<file path="config.mk">
export PLATFORM = sky130hd
export DESIGN_NAME = ctrl_pipeline_flat
export DESIGN_NICKNAME = d
export VERILOG_FILES = /design/src/rtl/ctrl_pipeline_if.sv /design/src/rtl/ctrl_pipeline.sv /design/src/flat_wrapper.sv
export SDC_FILE = /design/constraint.sdc
export NUM_CORES = 1
export LEC_CHECK = 0
export ABC_AREA = 1
export CAP_MARGIN = 20
export CORE_MARGIN = 2
export CORE_UTILIZATION = 42
export CTS_CLUSTER_DIAMETER = 80
export DETAILED_ROUTE_END_ITERATION = 10
export PLACE_DENSITY = 0.84
export RECOVER_POWER = 50
export SKIP_LAST_GASP = 1
export SLEW_MARGIN = 15
export SYNTH_ARGS = -nofsm -noshare
export SYNTH_HDL_FRONTEND = slang
export SYNTH_SLANG_ARGS = --single-unit
</file>
<file path="constraint.sdc">
create_clock -name clk -period 1.3 [get_ports clk]
set_input_delay 0.26 -clock clk [delete_from_list [all_inputs] [get_ports clk]]
set_output_delay 0.26 -clock clk [all_outputs]
set_load 0.02 [all_outputs]
</file>
<file path="src/rtl/ctrl_pipeline_if.sv">
// ctrl_pipeline_if: ID-stage inputs and EX/MEM/WB control outputs of the
// pipelined control unit, bundled with the slave (unit) / master (driver) views.
interface ctrl_pipeline_if #(parameter int RA_W = 5);
  logic            id_valid;
  logic [6:0]      id_opcode;
  logic [RA_W-1:0] id_rd, id_rs1, id_rs2;
  logic            ex_redirect;
  logic            mem_ready;
  logic            if_stall;
  logic            ex_valid;
  logic [1:0]      ex_ula_op, ex_alu_src1, ex_alu_src2;
  logic            ex_branch, ex_jump, ex_jalr;
  logic            ex_mem_rd, ex_mem_wr, ex_reg_wr;
  logic [RA_W-1:0] ex_rd;
  logic            mem_valid, mem_rd, mem_wr, mem_reg_wr;
  logic [RA_W-1:0] mem_rd_addr;
  logic            wb_valid, wb_reg_wr, wb_mux;
  logic [RA_W-1:0] wb_rd;
  logic            illegal;

  modport slave (
    input  id_valid, id_opcode, id_rd, id_rs1, id_rs2, ex_redirect, mem_ready,
    output if_stall, ex_valid, ex_ula_op, ex_alu_src1, ex_alu_src2,
           ex_branch, ex_jump, ex_jalr, ex_mem_rd, ex_mem_wr, ex_reg_wr, ex_rd,
           mem_valid, mem_rd, mem_wr, mem_reg_wr, mem_rd_addr,
           wb_valid, wb_reg_wr, wb_mux, wb_rd, illegal
  );

  modport master (
    output id_valid, id_opcode, id_rd, id_rs1, id_rs2, ex_redirect, mem_ready,
    input  if_stall, ex_valid, ex_ula_op, ex_alu_src1, ex_alu_src2,
           ex_branch, ex_jump, ex_jalr, ex_mem_rd, ex_mem_wr, ex_reg_wr, ex_rd,
           mem_valid, mem_rd, mem_wr, mem_reg_wr, mem_rd_addr,
           wb_valid, wb_reg_wr, wb_mux, wb_rd, illegal
  );
endinterface

</file>
<file path="src/rtl/ctrl_pipeline.sv">
// ctrl_pipeline: RV32I control unit. Decodes the ID opcode into a control
// bundle and carries it through ID/EX, EX/MEM, MEM/WB with valid bits.
// Handles load-use stalls (LU_BUBBLES bubbles), branch/jump flush and a
// whole-pipe freeze while data memory is busy.
// Optional: define ILLEGAL_TRAP_EN for a sticky illegal-opcode flag.
module ctrl_pipeline #(
  parameter int RA_W       = 5,
  parameter int LU_BUBBLES = 1,
  parameter int CNT_W      = 3
) (
  input  logic           clk,
  input  logic           rst_n,
  ctrl_pipeline_if.slave bus
);

  typedef struct packed {
    logic       reg_wr;
    logic       mux;
    logic       mem_rd;
    logic       mem_wr;
    logic [1:0] ula_op;
    logic [1:0] src1;
    logic [1:0] src2;
    logic       branch;
    logic       jump;
    logic       jalr;
  } ctrl_t;

  ctrl_t           dec_c;
  logic            dec_legal, use_rs1, use_rs2;

  // ID/EX
  logic            ex_valid_q, ex_valid_d;
  ctrl_t           ex_c_q, ex_c_d;
  logic [RA_W-1:0] ex_rd_q, ex_rd_d;
  // EX/MEM
  logic            mem_valid_q, mem_valid_d, mem_rd_q, mem_rd_d, mem_wr_q, mem_wr_d;
  logic            mem_reg_wr_q, mem_reg_wr_d, mem_mux_q, mem_mux_d;
  logic [RA_W-1:0] mem_rda_q, mem_rda_d;
  // MEM/WB
  logic            wb_valid_q, wb_valid_d, wb_reg_wr_q, wb_reg_wr_d, wb_mux_q, wb_mux_d;
  logic [RA_W-1:0] wb_rd_q, wb_rd_d;

  logic [CNT_W-1:0] cnt_q, cnt_d;
  logic            freeze, hazard, stall;

  // Opcode decode; unknown opcodes decode to an all-zero bubble.
  always_comb begin
    dec_c     = '0;
    dec_legal = 1'b1;
    use_rs1   = 1'b0;
    use_rs2   = 1'b0;
    case (bus.id_opcode)
      7'b0110011: begin dec_c = ctrl_t'(13'b1000_10_00_00_000); use_rs1 = 1'b1; use_rs2 = 1'b1; end
      7'b0010011: begin dec_c = ctrl_t'(13'b1000_10_00_01_000); use_rs1 = 1'b1; end
      7'b0000011: begin dec_c = ctrl_t'(13'b1110_00_00_01_000); use_rs1 = 1'b1; end
      7'b0100011: begin dec_c = ctrl_t'(13'b0001_00_00_01_000); use_rs1 = 1'b1; use_rs2 = 1'b1; end
      7'b1100011: begin dec_c = ctrl_t'(13'b0000_00_00_00_100); use_rs1 = 1'b1; use_rs2 = 1'b1; end
      7'b0110111: dec_c = ctrl_t'(13'b1000_00_10_01_000);
      7'b0010111: dec_c = ctrl_t'(13'b1000_00_01_01_000);
      7'b1101111: dec_c = ctrl_t'(13'b1000_00_01_10_010);
      7'b1100111: begin dec_c = ctrl_t'(13'b1000_00_01_10_011); use_rs1 = 1'b1; end
      default:    dec_legal = 1'b0;
    endcase
    // x0 is never written
    if (bus.id_rd == '0) dec_c.reg_wr = 1'b0;
  end

  assign freeze = mem_valid_q & (mem_rd_q | mem_wr_q) & ~bus.mem_ready;
  assign hazard = ex_valid_q & ex_c_q.mem_rd & (ex_rd_q != '0) & bus.id_valid &
                  ((use_rs1 & (bus.id_rs1 == ex_rd_q)) | (use_rs2 & (bus.id_rs2 == ex_rd_q)));

  // Next state: freeze > flush > pending bubbles > load-use hazard > normal.
  always_comb begin
    ex_valid_d   = ex_valid_q;
    ex_c_d       = ex_c_q;
    ex_rd_d      = ex_rd_q;
    mem_valid_d  = mem_valid_q;
    mem_rd_d     = mem_rd_q;
    mem_wr_d     = mem_wr_q;
    mem_reg_wr_d = mem_reg_wr_q;
    mem_mux_d    = mem_mux_q;
    mem_rda_d    = mem_rda_q;
    wb_valid_d   = wb_valid_q;
    wb_reg_wr_d  = wb_reg_wr_q;
    wb_mux_d     = wb_mux_q;
    wb_rd_d      = wb_rd_q;
    cnt_d        = cnt_q;
    stall        = 1'b1;
    if (!freeze) begin
      stall        = 1'b0;
      mem_valid_d  = ex_valid_q;
      mem_rd_d     = ex_c_q.mem_rd;
      mem_wr_d     = ex_c_q.mem_wr;
      mem_reg_wr_d = ex_c_q.reg_wr;
      mem_mux_d    = ex_c_q.mux;
      mem_rda_d    = ex_rd_q;
      wb_valid_d   = mem_valid_q;
      wb_reg_wr_d  = mem_reg_wr_q;
      wb_mux_d     = mem_mux_q;
      wb_rd_d      = mem_rda_q;
      ex_valid_d   = 1'b0;
      ex_c_d       = '0;
      ex_rd_d      = '0;
      if (bus.ex_redirect) begin
        cnt_d = '0;
      end else if (cnt_q != '0) begin
        cnt_d = cnt_q - 1'b1;
        stall = 1'b1;
      end else if (hazard) begin
        cnt_d = CNT_W'(LU_BUBBLES - 1);
        stall = 1'b1;
      end else if (bus.id_valid && dec_legal) begin
        ex_valid_d = 1'b1;
        ex_c_d     = dec_c;
        ex_rd_d    = bus.id_rd;
      end
    end
  end

  // Stage registers and bubble counter
  always_ff @(posedge clk or negedge rst_n) begin
    if (!rst_n) begin
      ex_valid_q   <= 1'b0;
      ex_c_q       <= '0;
      ex_rd_q      <= '0;
      mem_valid_q  <= 1'b0;
      mem_rd_q     <= 1'b0;
      mem_wr_q     <= 1'b0;
      mem_reg_wr_q <= 1'b0;
      mem_mux_q    <= 1'b0;
      mem_rda_q    <= '0;
      wb_valid_q   <= 1'b0;
      wb_reg_wr_q  <= 1'b0;
      wb_mux_q     <= 1'b0;
      wb_rd_q      <= '0;
      cnt_q        <= '0;
    end else begin
      ex_valid_q   <= ex_valid_d;
      ex_c_q       <= ex_c_d;
      ex_rd_q      <= ex_rd_d;
      mem_valid_q  <= mem_valid_d;
      mem_rd_q     <= mem_rd_d;
      mem_wr_q     <= mem_wr_d;
      mem_reg_wr_q <= mem_reg_wr_d;
      mem_mux_q    <= mem_mux_d;
      mem_rda_q    <= mem_rda_d;
      wb_valid_q   <= wb_valid_d;
      wb_reg_wr_q  <= wb_reg_wr_d;
      wb_mux_q     <= wb_mux_d;
      wb_rd_q      <= wb_rd_d;
      cnt_q        <= cnt_d;
    end
  end

`ifdef ILLEGAL_TRAP_EN
  logic ill_q, ill_d;
  // Set only when an unknown valid opcode would actually have entered ID/EX.
  always_comb begin
    ill_d = ill_q | (bus.id_valid & ~dec_legal & ~freeze & ~bus.ex_redirect &
                     (cnt_q == '0) & ~hazard);
  end
  // Sticky until reset
  always_ff @(posedge clk or negedge rst_n) begin
    if (!rst_n) ill_q <= 1'b0;
    else        ill_q <= ill_d;
  end
  assign bus.illegal = ill_q;
`else
  assign bus.illegal = 1'b0;
`endif

  assign bus.if_stall    = stall;
  assign bus.ex_valid    = ex_valid_q;
  assign bus.ex_ula_op   = ex_c_q.ula_op;
  assign bus.ex_alu_src1 = ex_c_q.src1;
  assign bus.ex_alu_src2 = ex_c_q.src2;
  assign bus.ex_branch   = ex_c_q.branch;
  assign bus.ex_jump     = ex_c_q.jump;
  assign bus.ex_jalr     = ex_c_q.jalr;
  assign bus.ex_mem_rd   = ex_c_q.mem_rd;
  assign bus.ex_mem_wr   = ex_c_q.mem_wr;
  assign bus.ex_reg_wr   = ex_c_q.reg_wr;
  assign bus.ex_rd       = ex_rd_q;
  assign bus.mem_valid   = mem_valid_q;
  assign bus.mem_rd      = mem_rd_q;
  assign bus.mem_wr      = mem_wr_q;
  assign bus.mem_reg_wr  = mem_reg_wr_q;
  assign bus.mem_rd_addr = mem_rda_q;
  assign bus.wb_valid    = wb_valid_q;
  assign bus.wb_reg_wr   = wb_reg_wr_q;
  assign bus.wb_mux      = wb_mux_q;
  assign bus.wb_rd       = wb_rd_q;

endmodule

</file>
<file path="src/flat_wrapper.sv">
// flat-port wrapper written by rule: the top's interface ports become plain ports
module ctrl_pipeline_flat 
#(
  parameter int RA_W       = 5,
  parameter int LU_BUBBLES = 1,
  parameter int CNT_W      = 3
)
  (clk, rst_n, bus_id_valid, bus_id_opcode, bus_id_rd, bus_id_rs1, bus_id_rs2, bus_ex_redirect, bus_mem_ready, bus_if_stall, bus_ex_valid, bus_ex_ula_op, bus_ex_alu_src1, bus_ex_alu_src2, bus_ex_branch, bus_ex_jump, bus_ex_jalr, bus_ex_mem_rd, bus_ex_mem_wr, bus_ex_reg_wr, bus_ex_rd, bus_mem_valid, bus_mem_rd, bus_mem_wr, bus_mem_reg_wr, bus_mem_rd_addr, bus_wb_valid, bus_wb_reg_wr, bus_wb_mux, bus_wb_rd, bus_illegal);
  ctrl_pipeline_if #(.RA_W(RA_W)) bus_i ();
  input  logic clk;
  input  logic rst_n;
  input wire logic [$bits(bus_i.id_valid)-1:0] bus_id_valid;
  input wire logic [$bits(bus_i.id_opcode)-1:0] bus_id_opcode;
  input wire logic [$bits(bus_i.id_rd)-1:0] bus_id_rd;
  input wire logic [$bits(bus_i.id_rs1)-1:0] bus_id_rs1;
  input wire logic [$bits(bus_i.id_rs2)-1:0] bus_id_rs2;
  input wire logic [$bits(bus_i.ex_redirect)-1:0] bus_ex_redirect;
  input wire logic [$bits(bus_i.mem_ready)-1:0] bus_mem_ready;
  output wire logic [$bits(bus_i.if_stall)-1:0] bus_if_stall;
  output wire logic [$bits(bus_i.ex_valid)-1:0] bus_ex_valid;
  output wire logic [$bits(bus_i.ex_ula_op)-1:0] bus_ex_ula_op;
  output wire logic [$bits(bus_i.ex_alu_src1)-1:0] bus_ex_alu_src1;
  output wire logic [$bits(bus_i.ex_alu_src2)-1:0] bus_ex_alu_src2;
  output wire logic [$bits(bus_i.ex_branch)-1:0] bus_ex_branch;
  output wire logic [$bits(bus_i.ex_jump)-1:0] bus_ex_jump;
  output wire logic [$bits(bus_i.ex_jalr)-1:0] bus_ex_jalr;
  output wire logic [$bits(bus_i.ex_mem_rd)-1:0] bus_ex_mem_rd;
  output wire logic [$bits(bus_i.ex_mem_wr)-1:0] bus_ex_mem_wr;
  output wire logic [$bits(bus_i.ex_reg_wr)-1:0] bus_ex_reg_wr;
  output wire logic [$bits(bus_i.ex_rd)-1:0] bus_ex_rd;
  output wire logic [$bits(bus_i.mem_valid)-1:0] bus_mem_valid;
  output wire logic [$bits(bus_i.mem_rd)-1:0] bus_mem_rd;
  output wire logic [$bits(bus_i.mem_wr)-1:0] bus_mem_wr;
  output wire logic [$bits(bus_i.mem_reg_wr)-1:0] bus_mem_reg_wr;
  output wire logic [$bits(bus_i.mem_rd_addr)-1:0] bus_mem_rd_addr;
  output wire logic [$bits(bus_i.wb_valid)-1:0] bus_wb_valid;
  output wire logic [$bits(bus_i.wb_reg_wr)-1:0] bus_wb_reg_wr;
  output wire logic [$bits(bus_i.wb_mux)-1:0] bus_wb_mux;
  output wire logic [$bits(bus_i.wb_rd)-1:0] bus_wb_rd;
  output wire logic [$bits(bus_i.illegal)-1:0] bus_illegal;
  assign bus_i.id_valid = bus_id_valid;
  assign bus_i.id_opcode = bus_id_opcode;
  assign bus_i.id_rd = bus_id_rd;
  assign bus_i.id_rs1 = bus_id_rs1;
  assign bus_i.id_rs2 = bus_id_rs2;
  assign bus_i.ex_redirect = bus_ex_redirect;
  assign bus_i.mem_ready = bus_mem_ready;
  assign bus_if_stall = bus_i.if_stall;
  assign bus_ex_valid = bus_i.ex_valid;
  assign bus_ex_ula_op = bus_i.ex_ula_op;
  assign bus_ex_alu_src1 = bus_i.ex_alu_src1;
  assign bus_ex_alu_src2 = bus_i.ex_alu_src2;
  assign bus_ex_branch = bus_i.ex_branch;
  assign bus_ex_jump = bus_i.ex_jump;
  assign bus_ex_jalr = bus_i.ex_jalr;
  assign bus_ex_mem_rd = bus_i.ex_mem_rd;
  assign bus_ex_mem_wr = bus_i.ex_mem_wr;
  assign bus_ex_reg_wr = bus_i.ex_reg_wr;
  assign bus_ex_rd = bus_i.ex_rd;
  assign bus_mem_valid = bus_i.mem_valid;
  assign bus_mem_rd = bus_i.mem_rd;
  assign bus_mem_wr = bus_i.mem_wr;
  assign bus_mem_reg_wr = bus_i.mem_reg_wr;
  assign bus_mem_rd_addr = bus_i.mem_rd_addr;
  assign bus_wb_valid = bus_i.wb_valid;
  assign bus_wb_reg_wr = bus_i.wb_reg_wr;
  assign bus_wb_mux = bus_i.wb_mux;
  assign bus_wb_rd = bus_i.wb_rd;
  assign bus_illegal = bus_i.illegal;
  ctrl_pipeline #(.RA_W(RA_W), .LU_BUBBLES(LU_BUBBLES), .CNT_W(CNT_W)) u_core (.clk(clk), .rst_n(rst_n), .bus(bus_i));
endmodule
</file>
==> flow_results.xml <==
<?xml version="1.0" encoding="UTF-8"?>
<metrics>
  <group name="die">
    <metric name="core.rowCount" unit="">25</metric>
    <metric name="fp.dieArea" unit="mm2">0.005448</metric>
    <metric name="die_height" unit="um">73.81</metric>
    <metric name="floorplan.initialDensity" unit="%">43.34</metric>
    <metric name="chipWidth" unit="um">73.81</metric>
    <metric name="num_io_pins" unit="">64</metric>
    <metric name="core" unit="mm2">0.004723</metric>
  </group>
  <group name="sta">
    <metric name="clock_skew" unit="ns">0.007762</metric>
    <metric name="max_clk_rate" unit="GHz">0.5294</metric>
    <metric name="timing.final.ws_setup" unit="ns">-0.5890</metric>
    <metric name="layout_min_cycle_time" unit="ns">1.889</metric>
    <metric name="rsz0062_at_grt" unit="">true</metric>
    <metric name="timing_hold_violations_final" unit="">0</metric>
    <metric name="final.period_utilization" unit="%">145.3</metric>
    <metric name="setup_viol" unit="">22</metric>
    <metric name="maxSlewViolCount" unit="">0</metric>
  </group>
  <group name="critical_path">
    <metric name="critical_path.max_stage_delay" unit="ns">0.47</metric>
    <metric name="timing.critical_path.required" unit="ns">1.04</metric>
    <metric name="launch_point_of_the_worst_reg_to_reg_path" unit="">u_core.bus.ex_rd[3]$_DFFE_PN0N_</metric>
    <metric name="criticalPathCategory" unit="">reg -&gt; out</metric>
    <metric name="startpoint_type" unit="">register</metric>
    <metric name="worst-r2r-setup-slack" unit="ns">-0.38</metric>
    <metric name="arrival" unit="ns">1.63</metric>
    <metric name="critPathCaptureType" unit="">output port</metric>
    <metric name="r2r-end" unit="">u_core.cnt_q[1]$_DFFE_PN0P_</metric>
    <metric name="crit_top_cell" unit="">nand2_2</metric>
    <metric name="crit_path_max_fanout" unit="">6</metric>
    <metric name="slowest_stage_cell_on_the_critical_path" unit="">dfrtp_2</metric>
    <metric name="r2r.worst_path.cells" unit="">13</metric>
    <metric name="cp_cell_sequence" unit="">inv_2 -&gt; nand2_1 -&gt; nand2_2 -&gt; nand3_2 -&gt; nor2_4 -&gt; nand2_2 -&gt; nand2_2 -&gt; a21oi_2 -&gt; o21ai_4 -&gt; buf_6</metric>
  </group>
  <group name="logic_synthesis">
    <metric name="syn_area" unit="mm2">0.002047</metric>
    <metric name="synth_edf_count" unit="">0</metric>
    <metric name="synth_top_area_share" unit="%">44.01</metric>
    <metric name="postSynthAreaPerCell" unit="um2">7.498</metric>
    <metric name="post_synth_most_frequent_cells" unit="">nand2_1, dfrtp_1, inv_1, nor2_1, nand4_1</metric>
    <metric name="synth_top_area_cell" unit="">dfrtp_1</metric>
    <metric name="ys_dominant_reg_cell" unit="">dfrtp_1</metric>
    <metric name="synth-seq-area-share" unit="%">44.01</metric>
    <metric name="most_repeated_cell_in_the_gate_level_netlist_after_synthesis" unit="">nand2_1</metric>
    <metric name="synth.ff_latch_count" unit="">36</metric>
    <metric name="leading_cell_types_by_total_area_after_synthesis" unit="">dfrtp_1, nand2_1, nand4_1, inv_1, nor2_1</metric>
    <metric name="ys.warnings.count" unit="">0</metric>
    <metric name="ys_async_sr_fraction" unit="%">100.0</metric>
    <metric name="postSynthCellCount" unit="">273</metric>
    <metric name="synthDistinctLibCells" unit="">28</metric>
  </group>
  <group name="place">
    <metric name="dp.cells" unit="">432</metric>
    <metric name="detailedPlacementHpwl" unit="mm">3.991</metric>
    <metric name="portBuffers" unit="">61</metric>
    <metric name="gpl.final_weighted_congestion" unit="">0.8226</metric>
  </group>
  <group name="global_route">
    <metric name="grt_use_total" unit="%">21.12</metric>
    <metric name="global_route_wire_length_before_repair" unit="mm">8.866</metric>
    <metric name="grt_antenna_before_repair" unit="">0</metric>
    <metric name="grt-ovfl-total" unit="">0</metric>
    <metric name="grt_pass1_vias" unit="">2045</metric>
    <metric name="grt_max_degree" unit="">41</metric>
  </group>
  <group name="flow_run">
    <metric name="drv.max_cap_violation_count" unit="">0</metric>
  </group>
  <group name="routing">
    <metric name="detail_route.wl_per_cell" unit="um">12.79</metric>
    <metric name="route.detailed.drc" unit="">0</metric>
    <metric name="dr_total_vias" unit="">2187</metric>
    <metric name="vias_per_inst" unit="">4.904</metric>
    <metric name="drt-total-wl" unit="mm">5.705</metric>
    <metric name="detail_route.first_pass.iterations" unit="">4</metric>
    <metric name="antenna_left" unit="">0</metric>
    <metric name="drt_first_iter_violations" unit="">96</metric>
  </group>
  <group name="worst_hold_path">
    <metric name="whs_path_depth" unit="">3</metric>
    <metric name="hold_path_end" unit="">u_core.bus.wb_valid$_DFFE_PN0N_</metric>
    <metric name="hp-class" unit="">in -&gt; reg</metric>
    <metric name="min_from" unit="">bus_mem_ready</metric>
  </group>
  <group name="outcome">
    <metric name="outcome" unit="">complete, but fails checks</metric>
    <metric name="violations" unit="">negative setup slack</metric>
  </group>
  <group name="pwr">
    <metric name="final_power" unit="mW">2.272</metric>
    <metric name="power.static_leakage" unit="nW">1.829</metric>
    <metric name="powerDensity" unit="mW/mm2">700.1</metric>
    <metric name="maximum_vdd_ir_drop" unit="mV">0.3606</metric>
  </group>
  <group name="cells_and_area">
    <metric name="syn_to_final_growth" unit="%">58.50</metric>
    <metric name="insertedDiodeCount" unit="">0</metric>
    <metric name="share_of_layout_cells_above_drive_strength_1" unit="%">30.87</metric>
    <metric name="final_net_count" unit="">407</metric>
    <metric name="fin_cells" unit="">446</metric>
  </group>
  <group name="clock_network">
    <metric name="cts.htree.levels" unit="">2</metric>
    <metric name="cts-buffers-inserted" unit="">5</metric>
    <metric name="clock_sink_count" unit="">36</metric>
    <metric name="worst_skew_pair.late_latency" unit="ns">0.29</metric>
    <metric name="clock_tree_from_tritoncts" unit="">yes</metric>
    <metric name="clock_tree_root_driver_cell" unit="">clkbuf_8</metric>
    <metric name="clock_tree.buffer_depth" unit="">2</metric>
    <metric name="worst_setup_hold_path_clk_slew" unit="ns">0.07</metric>
  </group>
</metrics>
final cells by class:
class                   instances  area (um2)
clock buffers                   7       86.33
clock inverters                 1       7.507
fillers                       380        1479
inverters                      32       120.1
multi-input cells             195        1050
flip-flops and latches         36       910.9
well taps                      67       83.83
repair buffers                108       985.9
layout by cell type (no fill, tap or decap), types with 7 or more instances in the layout:
cell	count
buf_4	38
buf_6	7
clkdlybuf4s15_1	8
clkdlybuf4s50_1	15
dfrtp_1	28
dfrtp_2	8
dlygate4sd2_1	21
inv_1	23
inv_2	9
nand2_1	92
nand2_2	8
nand3_1	7
nand3_2	7
nand4_1	19
nor2_1	16
o21ai_0	9
report_power, final:
group / leakage [nW] / total, mW / internal, mW / switching, mW
registers: 0.489 / 1.13 / 1.12 / 0.00490
clock network: 0.0445 / 0.840 / 0.431 / 0.409
logic: 1.30 / 0.302 / 0.147 / 0.155
total: 1.83 / 2.27 / 1.70 / 0.569
worst max-delay path by stage:
| stage | start | to | depth (start not counted) | slack (ns) |
|---|---|---|---|---|
| final | u_core.bus.ex_rd[3]$_DFFE_PN0N_ | bus_if_stall | 10 | -0.59 |
| after global routing | u_core.bus.ex_rd[2]$_DFFE_PN0N_ | bus_if_stall | 10 | -0.66 |
| after CTS | u_core.bus.ex_rd[3]$_DFFE_PN0N_ | bus_if_stall | 10 | -0.61 |
| after detailed placement | bus_id_opcode[5] | bus_if_stall | 10 | -1.13 |
| after global placement | bus_id_opcode[5] | bus_if_stall | 10 | -1.09 |
| after floorplan | u_core.bus.ex_rd[1]$_DFFE_PN0N_ | bus_if_stall | 9 | -0.17 |
sequential cells by signal, indices dropped and copies added, names as in the netlist, 2 cells and up:
| register | count |
|---|---|
| u_core.bus.ex_rd | 5 |
| u_core.bus.ex_alu_src1 | 2 |
| u_core.bus.wb_rd | 5 |
| u_core.cnt_q | 3 |
| u_core.bus.mem_rd_addr | 5 |
kinds of logic (layout without fill, tap and decap cells):
| logic type | after synthesis | in the layout | share of synthesized area (%) |
|---|---|---|---|
| AOI/OAI and AO/OA | 16 | 16 | 4.584 |
| xor gates and xnor gates | 5 | 5 | 2.140 |
| adders and majority gates | 2 | 2 | 1.222 |
| buffers and inverters | 43 | 148 | 9.290 |
| DFF | 36 | 36 | 44.01 |
| other | 1 | 2 | 0.1832 |
| and+or+nand+nor | 170 | 170 | 38.57 |
routing by layer:
layer / track usage [%] / routed length, um
met1: 25.88 / 2314
met2: 36.41 / 2954
met3: 5.075 / 342
met4: 6.667 / 93
met5: 0 / 0
what timing repair did:
action | CTS | global route
hold buffers | 1 | 0
hold endpoints to repair | 15 | 0
setup buffers | 1 | 5
gates cloned | 0 | 1
endpoints found under the setup margin | 67 | 45
resized for setup | 90 | 29
pin swaps | 7 | 9
critical path: cells and delay by family (launching register included):
| kind | cells | cell delay (ns) |
|---|---|---|
| AOI/OAI and AO/OA | 2 | 0.19 |
| buffers and inverters | 2 | 0.21 |
| DFF | 1 | 0.47 |
| and+or+nand+nor | 6 | 0.47 |
metrics by stage:
step | cell area, um2 | setup WS (ns) | setup TNS [ns] | util, % | hold WS [ns]
floorplan | 2115 | -0.1664 | -1.092 | - | -0.03559
global placement | 3045 | -1.092 | -16.70 | 64.48 | 0.1956
detailed placement | 3045 | -1.134 | -17.92 | 64.48 | 0.2022
CTS | 3124 | -0.6119 | -5.635 | 66.15 | 0.4243
global route | 3244 | -0.6615 | -7.837 | 68.69 | 0.3771
finish | 3244 | -0.5890 | -5.771 | 68.69 | 0.3546
Power figures use the tool's default switching activity.
==> variant (same settings) <==
`RA_W` is set to 5 in 3 places; all go to 10.
--- a/src/rtl/ctrl_pipeline_if.sv
+++ b/src/rtl/ctrl_pipeline_if.sv
@@ -1,5 +1,5 @@
 // ctrl_pipeline_if: ID-stage inputs and EX/MEM/WB control outputs of the
 // pipelined control unit, bundled with the slave (unit) / master (driver) views.
-interface ctrl_pipeline_if #(parameter int RA_W = 5);
+interface ctrl_pipeline_if #(parameter int RA_W = 10);
   logic            id_valid;
   logic [6:0]      id_opcode;
--- a/src/rtl/ctrl_pipeline.sv
+++ b/src/rtl/ctrl_pipeline.sv
@@ -5,5 +5,5 @@
 // Optional: define ILLEGAL_TRAP_EN for a sticky illegal-opcode flag.
 module ctrl_pipeline #(
-  parameter int RA_W       = 5,
+  parameter int RA_W       = 10,
   parameter int LU_BUBBLES = 1,
   parameter int CNT_W      = 3
--- a/src/flat_wrapper.sv
+++ b/src/flat_wrapper.sv
@@ -2,5 +2,5 @@
 module ctrl_pipeline_flat 
 #(
-  parameter int RA_W       = 5,
+  parameter int RA_W       = 10,
   parameter int LU_BUBBLES = 1,
   parameter int CNT_W      = 3
Ports: changed (6 resized); port bits go from 64 to 94. No check against the original RTL was run, so the function may have changed too.
==> variant against the unedited design <==
Critical path type unchanged. Total power up 32%. Area after synthesis is 36% higher. Critical path depth rose by 1. Core utilization up 9.7 points. The run still ends with setup timing left. Sequential cell count grew 15. Cell area grew 54%. Wire length up 86%. Critical endpoint unchanged. Setup slack lost 230 ps.
==> variant: results (changes against the unedited design) <==
- Yosys top cell area share: 46.01% (was 44.01%)
- GRT Total Usage: 24.93% (was 21.12%)
- Vias after detailed routing: 3237 (was 2187)
- Pre-CTS WS: -1164 ps (was -1134 ps)
- Pin count of the biggest net entering global routing: 52 (was 41)
- Layout cells sized above 1: 48.87% (was 30.87%)
- Clk_skew: 7.732 ps (was 7.762 ps)
- RePlAce Congestion: 0.9333 (was 0.8226)
- Crit-path max FO: 5 (was 6)
- Post-synth top cells: 132 x nand2_1, 51 x dfrtp_1, 31 x inv_1 (was 97 x nand2_1, 36 x dfrtp_1, 29 x inv_1)
- CP arrival: 1850 ps (was 1630 ps)
- # setup viols final: 53 (was 22)
- Worst Hold Class: reg -> reg (was in -> reg)
- VDD IR max: 0.4273 mV (was 0.3606 mV)
- Largest cells by area after synthesis: dfrtp_1 46%, nand2_1 18%, o21ai_2 6.3% (was dfrtp_1 44%, nand2_1 18%, nand4_1 5.8%)
- Post-synthesis compound-gate area fraction: 11.37% (was 4.584%)
- Leak: 2.722 nW (was 1.829 nW)
- Worst setup margin: -814.6 ps (was -589.0 ps)
- HPWL after detailed placement: 5555 um (was 3991 um)
- Critical Path Max Stage Delay: 440 ps (was 470 ps)
- XOR/XNOR Fraction of Synth Area: 2.210% (was 2.139%)
- Worst-path clk slew: 100 ps (was 70 ps)
- Result of the run: complete, but fails checks (unchanged)
- Sequential fraction of the synthesis area: 46.01% (was 44.01%)
- Synth Area in Adders: 0.9021% (was 1.222%)
- Failing checks: setup timing (unchanged)
-- variant: worst max-delay path: cells and delay by family (launching register included) --
| family | cells | cell delay [ps] |
|---|---|---|
| AND/OR/NAND/NOR | 7 | 690 |
| flip-flops | 1 | 440 |
| AO/OA/AOI/OAI | 2 | 200 |
| buffers and inverters | 2 | 220 |
-- variant: cell families after synthesis --
logic type | Yosys count
XOR/XNOR | 7
other | 1
AND/OR/NAND/NOR | 195
AO/OA/AOI/OAI | 45
adder cells (fa/ha/maj) | 2
buffers and inverters | 53
flip-flops | 51
-- variant: worst paths after layout --
path,start,end,slack [ps],cells after the start
setup / recovery,u_core.bus.ex_rd[6],bus_if_stall,-810,11
hold / removal,u_core.bus.ex_alu_src2[0],u_core.bus.ex_alu_src2[0],490,2
setup reg to reg,u_core.bus.ex_rd[6],u_core.bus.ex_mem_rd,-600,14
hold reg to reg,u_core.bus.ex_alu_src2[0],u_core.bus.ex_alu_src2[0],490,2
max in group asynchronous,rst_n,u_core.bus.ex_rd[8],150,3
min in group asynchronous,rst_n,u_core.bus.wb_rd[8],640,3
-- variant: layer usage --
| layer | routed length, um | global-route usage [%] | part of all wire (%) | vias to the layer above |
|---|---|---|---|---|
| met4 | 313 | 7.504 | 2.9 | 0 |
| met3 | 621 | 4.377 | 5.8 | 38 |
| met5 | 0 | 0 | 0 | - |
| met1 | 3895 | 30.64 | 37 | 1587 |
| li1 | - | - | - | 1462 |
| met2 | 5800 | 44.53 | 55 | 150 |
-- variant: through the flow --
step / cell area [um2] / TNS [ps] / hold WS (ps) / total power [mW] / std cells
floorplan: 2821 / -3453 / -35.59 / 1.770 / 355
global placement: 4197 / -29670 / 268.6 / 2.028 / 567
detailed placement: 4197 / -31160 / 273.4 / 2.036 / 567
CTS: 4752 / -11760 / 478.8 / 2.973 / 604
global route: 5009 / -20690 / 516.0 / 3.104 / 609
finish: 5009 / -16820 / 490.9 / 2.991 / 609
-- variant: report_power, final --
| part | leakage (nW) | internal [mW] | switching (mW) |
|---|---|---|---|
| sequential | 0.690 | 1.59 | 0.0114 |
| combinational | 1.99 | 0.219 | 0.216 |
| clock | 0.0443 | 0.386 | 0.564 |
-- variant: final cells by class --
cell class | count | share of cell area, %
Timing Repair Buffer | 184 | 35.75
Multi-Input combinational cell | 251 | 31.70
Sequential cell | 51 | 25.81
Inverter | 38 | 2.948
Tap cell | 77 | 1.924
Clock buffer | 5 | 1.374
Clock inverter | 3 | 0.4996
-- variant: repair_timing --
action | CTS | global route
cloned | 6 | 2
hold buffers | 1 | 0
pin swaps | 13 | 15
setup endpoints to repair | 101 | 88
setup buffers | 24 | 11
gates resized for setup | 170 | 135
hold endpoints to repair | 51 | 0
